<file path="src/rtl/mips_ctrl_pkg.sv">
`default_nettype none
// ============================================================================
//  Module : mips_ctrl_pkg
//  Brief  : Shared encodings for the multicycle MIPS control unit. Holds the
//           FSM state codes, the opcode constants and the alu_op, pc_src and
//           alu_src_b select encodings. Also holds the control-output bundle
//           and a helper that identifies the states that issue a memory
//           request.
//  Ports  : none (package)
//  Rev    : 1.0  initial release
// ============================================================================
package mips_ctrl_pkg;

  // FSM state encodings. These values also appear on the debug state port.
  localparam logic [3:0] S_FETCH    = 4'd0;
  localparam logic [3:0] S_DECODE   = 4'd1;
  localparam logic [3:0] S_MEM_ADDR = 4'd2;
  localparam logic [3:0] S_MEM_RD   = 4'd3;
  localparam logic [3:0] S_MEM_WB   = 4'd4;
  localparam logic [3:0] S_MEM_WR   = 4'd5;
  localparam logic [3:0] S_R_EXEC   = 4'd6;
  localparam logic [3:0] S_R_WB     = 4'd7;
  localparam logic [3:0] S_I_EXEC   = 4'd8;
  localparam logic [3:0] S_I_WB     = 4'd9;
  localparam logic [3:0] S_BRANCH   = 4'd10;
  localparam logic [3:0] S_JUMP     = 4'd11;
  localparam logic [3:0] S_FAULT    = 4'd12;

  // Opcode field values (IR[31:26]).
  localparam logic [5:0] OP_RTYPE = 6'b000000;
  localparam logic [5:0] OP_J     = 6'b000010;
  localparam logic [5:0] OP_BEQ   = 6'b000100;
  localparam logic [5:0] OP_BNE   = 6'b000101;
  localparam logic [5:0] OP_ADDI  = 6'b001000;
  localparam logic [5:0] OP_ANDI  = 6'b001100;
  localparam logic [5:0] OP_ORI   = 6'b001101;
  localparam logic [5:0] OP_LW    = 6'b100011;
  localparam logic [5:0] OP_SW    = 6'b101011;

  // alu_op encodings.
  localparam logic [1:0] ALU_ADD   = 2'b00;
  localparam logic [1:0] ALU_SUB   = 2'b01;
  localparam logic [1:0] ALU_FUNCT = 2'b10;
  localparam logic [1:0] ALU_LOGIC = 2'b11;

  // pc_src encodings.
  localparam logic [1:0] PC_ALU    = 2'b00;
  localparam logic [1:0] PC_ALUOUT = 2'b01;
  localparam logic [1:0] PC_JUMP   = 2'b10;

  // alu_src_b encodings.
  localparam logic [1:0] SRCB_RT      = 2'b00;
  localparam logic [1:0] SRCB_FOUR    = 2'b01;
  localparam logic [1:0] SRCB_IMM     = 2'b10;
  localparam logic [1:0] SRCB_IMM_SH2 = 2'b11;

  // Control-output bundle. ext_op is not part of it because ext_op is
  // registered separately and is not a per-state decode.
  typedef struct packed {
    logic       mem_req;
    logic       mem_we;
    logic       iord;
    logic       ir_we;
    logic       pc_we;
    logic [1:0] pc_src;
    logic       alu_src_a;
    logic [1:0] alu_src_b;
    logic [1:0] alu_op;
    logic       reg_we;
    logic       reg_dst;
    logic       mem_to_reg;
    logic       fault;
  } ctrl_t;

  // States that drive mem_req and therefore run the wait timer.
  function automatic logic is_mem_state(input logic [3:0] st);
    return (st == S_FETCH) || (st == S_MEM_RD) || (st == S_MEM_WR);
  endfunction

endpackage : mips_ctrl_pkg
`default_nettype wire

</file>
<file path="src/rtl/mem_wait_timer.sv">
`default_nettype none
// ============================================================================
//  Module : mem_wait_timer
//  Brief  : Counts consecutive memory-wait cycles in a memory-request state
//           and flags a timeout. The count restarts whenever the controller
//           changes state. The timeout flag is raised in the wait cycle that
//           would make the count reach TIMEOUT_CYCLES, so the controller can
//           redirect to FAULT on that same edge.
//  Ports  : clk        in   clock
//           rst_n      in   async active-low reset
//           clear      in   restart the count (state is changing)
//           wait_en    in   controller is in a memory-request state
//           mem_ready  in   memory handshake
//           timeout    out  this wait cycle exhausts the budget
//  Rev    : 1.0  initial release
// ============================================================================
module mem_wait_timer #(
  parameter int TIMEOUT_CYCLES = 255
) (
  input  logic clk,
  input  logic rst_n,
  input  logic clear,
  input  logic wait_en,
  input  logic mem_ready,
  output logic timeout
);

  localparam logic [7:0] C_LAST = 8'(TIMEOUT_CYCLES - 1);

  logic [7:0] cnt_q;
  logic [7:0] cnt_d;
  logic       stall;

  assign stall   = wait_en & ~mem_ready;
  // Counts 0..TIMEOUT_CYCLES-1 are the already-elapsed wait cycles. The wait
  // cycle seen with the last count is the TIMEOUT_CYCLES-th one.
  assign timeout = stall & (cnt_q == C_LAST);

  always_comb begin
    cnt_d = cnt_q;
    if (clear) begin
      cnt_d = 8'd0;
    end else if (stall) begin
      cnt_d = cnt_q + 8'd1;
    end
  end

  always_ff @(posedge clk or negedge rst_n) begin
    if (!rst_n) begin
      cnt_q <= 8'd0;
    end else begin
      cnt_q <= cnt_d;
    end
  end

endmodule : mem_wait_timer
`default_nettype wire

</file>
<file path="src/rtl/multicycle_ctrl.sv">
`default_nettype none
// ============================================================================
//  Module : multicycle_ctrl
//  Brief  : Multicycle MIPS control FSM (lw/sw/R-type/addi/andi/ori/beq/bne/j)
//           with a memory-wait timeout that parks the FSM in a sticky FAULT
//           state until reset.
//  Macro  : MULTICYCLE_CTRL_ZERO_EXT_EN - when defined, ext_op selects zero
//           extension for andi/ori. When undefined, ext_op is tied to 1.
//  Ports  : clk, rst_n                 clock, async active-low reset
//           opcode, funct, zero        IR fields and ALU zero flag
//           mem_req/mem_we/iord        memory interface controls
//           mem_ready                  memory handshake
//           ir_we, pc_we, pc_src       IR/PC load controls
//           alu_src_a/alu_src_b/alu_op ALU operand and operation selects
//           reg_we, reg_dst, mem_to_reg register-file write controls
//           ext_op                     immediate extender mode (1 = sign)
//           state                      current FSM state (debug)
//           fault                      sticky timeout / illegal-opcode flag
//  Rev    : 1.0  initial release
// ============================================================================
module multicycle_ctrl
  import mips_ctrl_pkg::*;
#(
  parameter int TIMEOUT_CYCLES = 255
) (
  input  logic       clk,
  input  logic       rst_n,
  input  logic [5:0] opcode,
  input  logic [5:0] funct,
  input  logic       zero,
  output logic       mem_req,
  input  logic       mem_ready,
  output logic       mem_we,
  output logic       iord,
  output logic       ir_we,
  output logic       pc_we,
  output logic [1:0] pc_src,
  output logic       alu_src_a,
  output logic [1:0] alu_src_b,
  output logic [1:0] alu_op,
  output logic       reg_we,
  output logic       reg_dst,
  output logic       mem_to_reg,
  output logic       ext_op,
  output logic [3:0] state,
  output logic       fault
);

  logic [3:0] state_q;
  logic [3:0] state_d;
  ctrl_t      ctrl_raw;
  ctrl_t      ctrl;
  logic       timeout;
  logic       wait_en;
  logic       clear;

  // funct is decoded by the downstream ALU control, not by this FSM.
  logic unused_funct;
  assign unused_funct = ^funct;

  assign wait_en = is_mem_state(state_q);
  assign clear   = (state_d != state_q);

  mem_wait_timer #(
    .TIMEOUT_CYCLES (TIMEOUT_CYCLES)
  ) u_timer (
    .clk       (clk),
    .rst_n     (rst_n),
    .clear     (clear),
    .wait_en   (wait_en),
    .mem_ready (mem_ready),
    .timeout   (timeout)
  );

  // Next state and control decode. mem_ready takes priority over timeout,
  // so a handshake in the last allowed wait cycle still advances normally.
  always_comb begin
    state_d  = state_q;
    ctrl_raw = '0;
    case (state_q)
      S_FETCH: begin
        ctrl_raw.mem_req   = 1'b1;
        ctrl_raw.alu_src_b = SRCB_FOUR;
        ctrl_raw.alu_op    = ALU_ADD;
        ctrl_raw.pc_src    = PC_ALU;
        if (mem_ready) begin
          ctrl_raw.ir_we = 1'b1;
          ctrl_raw.pc_we = 1'b1;
          state_d        = S_DECODE;
        end else if (timeout) begin
          state_d = S_FAULT;
        end
      end
      S_DECODE: begin
        // Branch target precompute: PC + (imm << 2).
        ctrl_raw.alu_src_b = SRCB_IMM_SH2;
        ctrl_raw.alu_op    = ALU_ADD;
        case (opcode)
          OP_RTYPE:                 state_d = S_R_EXEC;
          OP_LW, OP_SW:             state_d = S_MEM_ADDR;
          OP_BEQ, OP_BNE:           state_d = S_BRANCH;
          OP_ADDI, OP_ANDI, OP_ORI: state_d = S_I_EXEC;
          OP_J:                     state_d = S_JUMP;
          default:                  state_d = S_FAULT;
        endcase
      end
      S_MEM_ADDR: begin
        ctrl_raw.alu_src_a = 1'b1;
        ctrl_raw.alu_src_b = SRCB_IMM;
        ctrl_raw.alu_op    = ALU_ADD;
        state_d = (opcode == OP_SW) ? S_MEM_WR : S_MEM_RD;
      end
      S_MEM_RD: begin
        ctrl_raw.mem_req = 1'b1;
        ctrl_raw.iord    = 1'b1;
        if (mem_ready) begin
          state_d = S_MEM_WB;
        end else if (timeout) begin
          state_d = S_FAULT;
        end
      end
      S_MEM_WB: begin
        ctrl_raw.reg_we     = 1'b1;
        ctrl_raw.mem_to_reg = 1'b1;
        state_d = S_FETCH;
      end
      S_MEM_WR: begin
        ctrl_raw.mem_req = 1'b1;
        ctrl_raw.mem_we  = 1'b1;
        ctrl_raw.iord    = 1'b1;
        if (mem_ready) begin
          state_d = S_FETCH;
        end else if (timeout) begin
          state_d = S_FAULT;
        end
      end
      S_R_EXEC: begin
        ctrl_raw.alu_src_a = 1'b1;
        ctrl_raw.alu_src_b = SRCB_RT;
        ctrl_raw.alu_op    = ALU_FUNCT;
        state_d = S_R_WB;
      end
      S_R_WB: begin
        ctrl_raw.reg_we  = 1'b1;
        ctrl_raw.reg_dst = 1'b1;
        state_d = S_FETCH;
      end
      S_I_EXEC: begin
        ctrl_raw.alu_src_a = 1'b1;
        ctrl_raw.alu_src_b = SRCB_IMM;
        ctrl_raw.alu_op    = ((opcode == OP_ANDI) || (opcode == OP_ORI)) ?
                             ALU_LOGIC : ALU_ADD;
        state_d = S_I_WB;
      end
      S_I_WB: begin
        ctrl_raw.reg_we = 1'b1;
        state_d = S_FETCH;
      end
      S_BRANCH: begin
        ctrl_raw.alu_src_a = 1'b1;
        ctrl_raw.alu_src_b = SRCB_RT;
        ctrl_raw.alu_op    = ALU_SUB;
        ctrl_raw.pc_src    = PC_ALUOUT;
        ctrl_raw.pc_we     = (opcode == OP_BNE) ? ~zero : zero;
        state_d = S_FETCH;
      end
      S_JUMP: begin
        ctrl_raw.pc_src = PC_JUMP;
        ctrl_raw.pc_we  = 1'b1;
        state_d = S_FETCH;
      end
      S_FAULT: begin
        ctrl_raw.fault = 1'b1;
      end
      default: begin
        // Unused encodings can only be reached through an upset.
        state_d = S_FAULT;
      end
    endcase
  end

  always_ff @(posedge clk or negedge rst_n) begin
    if (!rst_n) begin
      state_q <= S_FETCH;
    end else begin
      state_q <= state_d;
    end
  end

  // Reset resets state_q to FETCH, whose decode drives mem_req. Gating with
  // rst_n keeps every strobe low while reset is held; mem_req then rises as
  // soon as reset is released.
  assign ctrl = rst_n ? ctrl_raw : '0;

`ifdef MULTICYCLE_CTRL_ZERO_EXT_EN
  logic ext_op_q;
  logic ext_op_d;

  // Captured when DECODE is left, so the choice stays stable through the
  // execute and write-back states that use the extended immediate.
  always_comb begin
    ext_op_d = ext_op_q;
    if (state_q == S_DECODE) begin
      ext_op_d = !((opcode == OP_ANDI) || (opcode == OP_ORI));
    end
  end

  always_ff @(posedge clk or negedge rst_n) begin
    if (!rst_n) begin
      ext_op_q <= 1'b1;
    end else begin
      ext_op_q <= ext_op_d;
    end
  end

  assign ext_op = ext_op_q;
`else
  assign ext_op = 1'b1;
`endif

  assign mem_req    = ctrl.mem_req;
  assign mem_we     = ctrl.mem_we;
  assign iord       = ctrl.iord;
  assign ir_we      = ctrl.ir_we;
  assign pc_we      = ctrl.pc_we;
  assign pc_src     = ctrl.pc_src;
  assign alu_src_a  = ctrl.alu_src_a;
  assign alu_src_b  = ctrl.alu_src_b;
  assign alu_op     = ctrl.alu_op;
  assign reg_we     = ctrl.reg_we;
  assign reg_dst    = ctrl.reg_dst;
  assign mem_to_reg = ctrl.mem_to_reg;
  assign fault      = ctrl.fault;
  assign state      = state_q;

endmodule : multicycle_ctrl
`default_nettype wire

</file>
<file path="config.mk">
export PLATFORM = sky130hd
export DESIGN_NAME = multicycle_ctrl
export DESIGN_NICKNAME = d
export VERILOG_FILES = /design/src/rtl/mips_ctrl_pkg.sv /design/src/rtl/mem_wait_timer.sv /design/src/rtl/multicycle_ctrl.sv
export SDC_FILE = /design/constraint.sdc
export NUM_CORES = 1
export LEC_CHECK = 0
export CORE_MARGIN = 8
export CORE_UTILIZATION = 47
export DETAILED_ROUTE_END_ITERATION = 6
export GPL_TIMING_DRIVEN = 0
export PLACE_DENSITY = 0.87
export SYNTH_ARGS = -nofsm -noshare
export SYNTH_HDL_FRONTEND = slang
export SYNTH_HIERARCHICAL = 1
export SYNTH_SLANG_ARGS = --single-unit
</file>
<file path="constraint.sdc">
create_clock -name clk -period 4.1 [get_ports clk]
set_clock_uncertainty 0.1 [all_clocks]
set_input_delay 0.82 -clock clk [delete_from_list [all_inputs] [get_ports clk]]
set_output_delay 0.82 -clock clk [all_outputs]
set_load 0.01 [all_outputs]
</file>
==> results of run 1 <==
synth_stat cells, types with 2 or more instances:
master | n | area (µm²)
inv_1 | 5 | 18.8
nand2b_1 | 5 | 31.3
clkbuf_1 | 3 | 11.3
or3_1 | 2 | 12.5
ha_1 | 2 | 25.0
nand3b_1 | 2 | 15.0
a31o_2 | 2 | 17.5
a31oi_1 | 2 | 12.5
xnor2_1 | 2 | 17.5
or4_1 | 4 | 30.0
buf_6 | 3 | 33.8
nor2b_1 | 7 | 43.8
nor2_1 | 16 | 60.1
nand2_1 | 8 | 30.0
and3_1 | 4 | 25.0
and2_1 | 3 | 18.8
and4_1 | 2 | 17.5
nor4b_1 | 2 | 17.5
a21oi_1 | 13 | 65.1
nor3_1 | 8 | 40.0
dfrtp_1 | 12 | 300
buf_4 | 3 | 22.5
nand3_1 | 8 | 40.0
xor2_1 | 3 | 26.3
and2b_1 | 2 | 15.0
mux2i_1 | 2 | 20.0
o31ai_1 | 3 | 22.5
o21ai_0 | 11 | 55.1
layer usage:
metal / wire, µm / global-route usage (%) / vias up / part of all wire [%]
li1: - / - / 646 / -
met1: 1470 / 18.4 / 616 / 43
met2: 1730 / 26.9 / 55 / 50
met3: 186 / 3.27 / 4 / 5.4
met4: 41 / 6.91 / 0 / 1.2
met5: 0 / 0 / - / 0
final cells by class:
cell class / instances / share of cell area [%]
inverters: 5 / 1.15
repair buffers: 28 / 17.2
multi-input cells: 131 / 53.1
clock buffers: 4 / 2.22
flip-flops and latches: 12 / 18.4
well taps: 31 / 2.37
plain buffers: 12 / 5.59
sequential cells by signal, summed over array words and instances (netlist names):
| register | flops |
|---|---|
| u_timer/cnt_q | 8 |
| state | 4 |
per-stage QoR:
step | total power (µW) | cells
after CTS | 792 | 223
after global routing | 863 | 223
after global placement | 684 | 219
after floorplan | 525 | 160
final | 794 | 223
after detailed placement | 694 | 219
cell families after synthesis:
logic type	share of synthesized area, %
xor+xnor	3.46
simple gates	38.9
other cells	0.296
compound gates	20.6
mux	2.47
buf+inv	8.60
flops	23.7
fa+ha+maj	1.98
where the power goes:
part / switching, µW / internal (µW)
Combinational: 299 / 245
Sequential: 16.6 / 139
Clock: 40.4 / 53.9
Total: 356 / 439
critical path, cell delays in order:
cell,delay (ns)
clkdlybuf4s50_1,0.62
nor4b_2,0.35
nand3b_1,0.15
xnor2_1,0.15
o211ai_1,0.10
a21oi_1,0.16
clkdlybuf4s50_1,0.55
worst min path at each step:
stage / cells past startpoint / slack [ns] / end / start
finish: 2 / 0.48 / u_timer/cnt_q[6]$_DFFE_PN0P_ / u_timer/cnt_q[6]$_DFFE_PN0P_
global route: 2 / 0.51 / u_timer/cnt_q[6]$_DFFE_PN0P_ / u_timer/cnt_q[6]$_DFFE_PN0P_
CTS: 2 / 0.49 / u_timer/cnt_q[7]$_DFFE_PN0P_ / u_timer/cnt_q[7]$_DFFE_PN0P_
detailed placement: 2 / 0.48 / u_timer/cnt_q[7]$_DFFE_PN0P_ / u_timer/cnt_q[7]$_DFFE_PN0P_
global placement: 2 / 0.44 / u_timer/cnt_q[7]$_DFFE_PN0P_ / u_timer/cnt_q[7]$_DFFE_PN0P_
floorplan: 0 / 0.42 / state[0]$_DFF_PN0_ / rst_n
==> flow_summary.ini, run 1 <==
[worst_setup_path]
rr_worst_depth = 16
startpoint_type = primary input
critical_path_class = in -> out
crit_path_end = pc_we
critPathMaxFanout = 7
cp-end-kind = output port
startpoint = opcode[2]
cp_data_arrival_time_ns = 2.90
r2r_end = u_timer/cnt_q[4]$_DFFE_PN0P_
crit_required_ns = 3.18
r2r-start = state[2]$_DFF_PN0_
rrSetupSlack_ns = 0.44

[floorplan]
dieWidth_um = 67.9
coreArea_um2 = 2660
ios = 37
dieHeight_um = 67.9
initial_core_util_pct = 47.6
core.rowCount = 19
die_area_um2 = 4610

[final_layout]
finalNetCount = 211
fin_area_um2 = 1630
mostFrequentLayoutCell = clkdlybuf4s50_1
diodes = 0
drive_gt1_share_pct = 12.5
regArea_um2 = 300
multi_input_area_um2 = 868
fillCellCount = 245
area_growth_pct = 29.1
layout_common_cells = 28 x clkdlybuf4s50_1, 16 x nor2_1, 13 x a21oi_1
fin_util_pct = 61.4

[min_path]
hp-class = reg -> reg

[sta]
layout_worst_path_cycle_share_pct = 93.2
worst_pin_slew_ns = 0.648
hold_violations = 0
layout_setup_ws_ns = 0.277
setup_viol_count_final = 0
relSlewSlack_pct = 56.6
fin_hold_ws_ns = 0.484
period_needed_ns = 3.82
fmax_ghz = 0.262
fin_setup_tns_ns = 0
slew_violations = 0
rsz0062_at_grt = false

[clock_network]
post_cts_resized = 0
clk_latency_ns = 0.27
cts.path.max_buffers = 2
post_cts_buffers = 0
path_clk_slew_ns = 0.07
cts.sinks = 12
htree_levels = 1
cts_tree = built
cts_buffers = 3
root_buffer = clkbuf_4
cts_hold_buffers = 0

[job]
maxCapViolCount = 0

[detailed_routing]
vias_per_cell = 5.92
drt-initial-drc-count = 130
drt-total-wl_mm = 3.43
ant_nets = 0
wl_per_cell_um = 15.4
first_pass_iters = 4
drc_errors = 0
via_count = 1321

[place]
placed_area_um2 = 1590
portBuffers = 28
dpl_worst_slack_ns = 0.110
dp_hpwl_mm = 2.60
place_congestion = 0.900

[yosys]
yosysSeqAreaShare_pct = 23.7
synth_area_um2 = 1270
synthFlopType = dfrtp_1
synthArstFlopShare_pct = 100
syn_avg_cell_area_um2 = 7.91
ys_ff_latch = 12
synthCells = 160
synth_fp_nets = 178
synth_edf_count = 0
netlist-cell-type-count = 49
yosysWarnings = 6

[global_route]
grt_pass1_vias = 1303
grt_use_total_pct = 15.6
antenna_found_initial = 0
grt_max_degree = 15
grt_overflow = 0
grt_pass1_wl_mm = 5.76

[pwr]
p_leak_uw = 0.000650
ir_drop_mv = 0.281
power_density_nw_per_um2 = 486

[outcome]
status = completed
No activity file was read; power rests on OpenSTA's default activity.
==> inputs of run 2 (changes only) <==
--- a/config.mk
+++ b/config.mk
@@ -5,8 +5,9 @@
 export SDC_FILE = /design/constraint.sdc
 export NUM_CORES = 1
 export LEC_CHECK = 0
+export ABC_AREA = 1
 export CORE_MARGIN = 8
-export CORE_UTILIZATION = 47
+export CORE_UTILIZATION = 46
 export DETAILED_ROUTE_END_ITERATION = 6
 export GPL_TIMING_DRIVEN = 0
 export PLACE_DENSITY = 0.87
==> run 2 against run 1 <==
Against the previous run:
- clock power down 26%
- critical path depth fell by 2
- global-route usage is 1.6 points lower
- utilization grew 1.2 points
- highest routed layer unchanged
- die area shrank 4.4%
- power fell by 11%
- synthesized cell count up 16%
- critical endpoint is now reg_we
- routed wire length shrank 15%
- worst setup slack gained 0.30 ns
- via count decreased by 4.5%
==> flow_summary.ini, run 2 <==
[yosys]
synthFlopType = dfrtp_1
synth_most_common_cell = nand2_1
netlist-cell-type-count = 26
yosysSeqAreaShare_pct = 25.7
synth_fp_nets = 204
synth_area_um2 = 1170
ys_top_cells_by_count = 36 x nand2_1, 30 x nor2_1, 24 x nand3_1
synth_edf_count = 0
synth_top_cell_by_area = dfrtp_1
syn_avg_cell_area_um2 = 6.28
synthTopCellsByArea = dfrtp_1 26%, nand2_1 12%, nand3_1 10%
yosysWarnings = 6
ys_ff_latch = 12
synth.top_cell.area_share_pct = 25.7
synthCells = 186
synthArstFlopShare_pct = 100

[outcome]
status = completed

[pwr]
p_leak_uw = 0.000721
power_density_nw_per_um2 = 463
ir_drop_mv = 0.232

[worst_setup_path]
startpoint_type = primary input
cp-end-kind = output port
critPathMaxFanout = 14
cp_data_arrival_time_ns = 2.60
crit_required_ns = 3.18
critical_path_class = in -> out

[final_layout]
fillCellCount = 223
diodes = 0
drive_gt1_share_pct = 13.3
area_growth_pct = 30.2
mostFrequentLayoutCell = nand2_1
largest_register = u_timer/cnt_q
fin_util_pct = 62.6
fin_cells = 248
finalNetCount = 238
layout_common_cells = 36 x nand2_1, 30 x nor2_1, 28 x clkdlybuf4s50_1
fin_area_um2 = 1520
largest_reg_flops = 8

[clock_network]
htree_levels = 1
cts_hold_buffers = 0
cts_buffers = 3
root_buffer = clkbuf_4
cts.sinks = 12
path_clk_slew_ns = 0.07
cts.path.max_buffers = 2
clk_latency_ns = 0.26
cts_tree = built

[floorplan]
die_area_um2 = 4410
core.rowCount = 18
dieWidth_um = 66.4
dieHeight_um = 66.4
ios = 37
coreArea_um2 = 2430
initial_core_util_pct = 48.0

[detailed_routing]
vias_per_cell = 5.08
drt-initial-drc-count = 74
wl_per_cell_um = 11.8
first_pass_iters = 4
drc_errors = 0
drt-total-wl_mm = 2.92
ant_nets = 0
via_count = 1261

[place]
place_congestion = 0.882
portBuffers = 29
dp_hpwl_mm = 2.38
dp_cells = 245
placed_area_um2 = 1500

[global_route]
antenna_found_initial = 0
grt_pass1_vias = 1148
grt_use_total_pct = 14.0
grt_pass1_wl_mm = 5.04
grt_max_degree = 15
grt_overflow = 0

[sta]
worst_pin_slew_ns = 0.620
relSlewSlack_pct = 58.6
setup_viol_count_final = 0
layout_worst_path_cycle_share_pct = 85.9
rsz0062_at_grt = false
fmax_ghz = 0.284
hold_violations = 0
fin_setup_tns_ns = 0
period_needed_ns = 3.52
slew_violations = 0
fin_hold_ws_ns = 0.448

[job]
maxCapViolCount = 0

[min_path]
hp-class = in -> async
==> run 2: cell types whose count changed after synthesis, sizes merged, moves of 5 or more <==
cell	change
nand3	+18
nand2	+36
inv	+21
o21ai	-6
nor2b	-7
nor2	+25
buf	-6
nand2b	-5
nor3	-8
==> run 2: worst paths after layout <==
check	cells after the start	slack, ns	from	to
hold / removal	1	0.45	rst_n	u_timer/cnt_q[6]$_DFFE_PN0P_
setup / recovery	5	0.58	rst_n	reg_we
hold reg to reg	2	0.46	u_timer/cnt_q[6]$_DFFE_PN0P_	u_timer/cnt_q[6]$_DFFE_PN0P_
setup reg to reg	17	0.91	state[2]$_DFF_PN0_	u_timer/cnt_q[6]$_DFFE_PN0P_
max in group asynchronous	1	3.05	rst_n	u_timer/cnt_q[2]$_DFFE_PN0P_
min in group clk	2	0.46	u_timer/cnt_q[6]$_DFFE_PN0P_	u_timer/cnt_q[6]$_DFFE_PN0P_
==> run 2: report_power, final <==
part / switching (µW) / leakage, µW / internal (µW)
clock network: 36.3 / 0.0000138 / 33.9
logic: 266 / 0.000544 / 184
registers: 48.8 / 0.000163 / 136
==> run 2: cell families (layout without fill, tap and decap cells) <==
family,count (synthesis),count (layout),share of synthesized area [%]
AOI/OAI and AO/OA,24,24,11.2
buffers and inverters,29,61,9.74
other,1,1,0.321
and+or+nand+nor,118,118,50.9
adders and majority gates,2,2,2.14
DFF,12,12,25.7
==> run 2: per-stage QoR <==
step | setup WS [ns] | power, µW
final | 0.579 | 705
after CTS | 0.144 | 709
after global routing | 0.369 | 767
after global placement | 0.159 | 631
after floorplan | 1.42 | 478
after detailed placement | 0.144 | 636
==> run 2: cell type report <==
type / instances / area (µm²) / area share (%)
Sequential cell: 12 / 300 / 19.7
Timing Repair Buffer: 29 / 293 / 19.2
Tap cell: 30 / 37.5 / 2.47
Multi-Input combinational cell: 145 / 754 / 49.6
Buffer: 2 / 11.3 / 0.740
Inverter: 27 / 103 / 6.74
Clock buffer: 3 / 22.5 / 1.48
==> run 2: what timing repair did <==
action	in CTS	in global routing
buffers inserted	0	0
endpoints found under the hold margin	0	0
setup endpoints to repair	0	1
gates resized for setup	0	1
==> run 2: routing by layer <==
metal | track usage (%) | wire length, µm | vias up
met5 | 0 | 0 | -
met4 | 5.07 | 6 | 0
met3 | 1.19 | 102 | 2
met2 | 24.0 | 1460 | 29
met1 | 17.7 | 1340 | 563
li1 | - | - | 667
==> run 2: worst max-delay path: stages <==
cell	delay (ns)
dlymetal6s2s_1	0.48
inv_1	0.23
nor4_1	0.37
a311o_1	0.16
clkdlybuf4s50_1	0.54
==> inputs of run 3 (changes only) <==
--- a/config.mk
+++ b/config.mk
@@ -8,6 +8,7 @@
 export ABC_AREA = 1
 export CORE_MARGIN = 8
 export CORE_UTILIZATION = 46
+export CTS_CLUSTER_DIAMETER = 60
 export DETAILED_ROUTE_END_ITERATION = 6
 export GPL_TIMING_DRIVEN = 0
 export PLACE_DENSITY = 0.87
==> results of run 3 <==
Same layout as run 2: the final DEF is identical, and so are final timing and power.
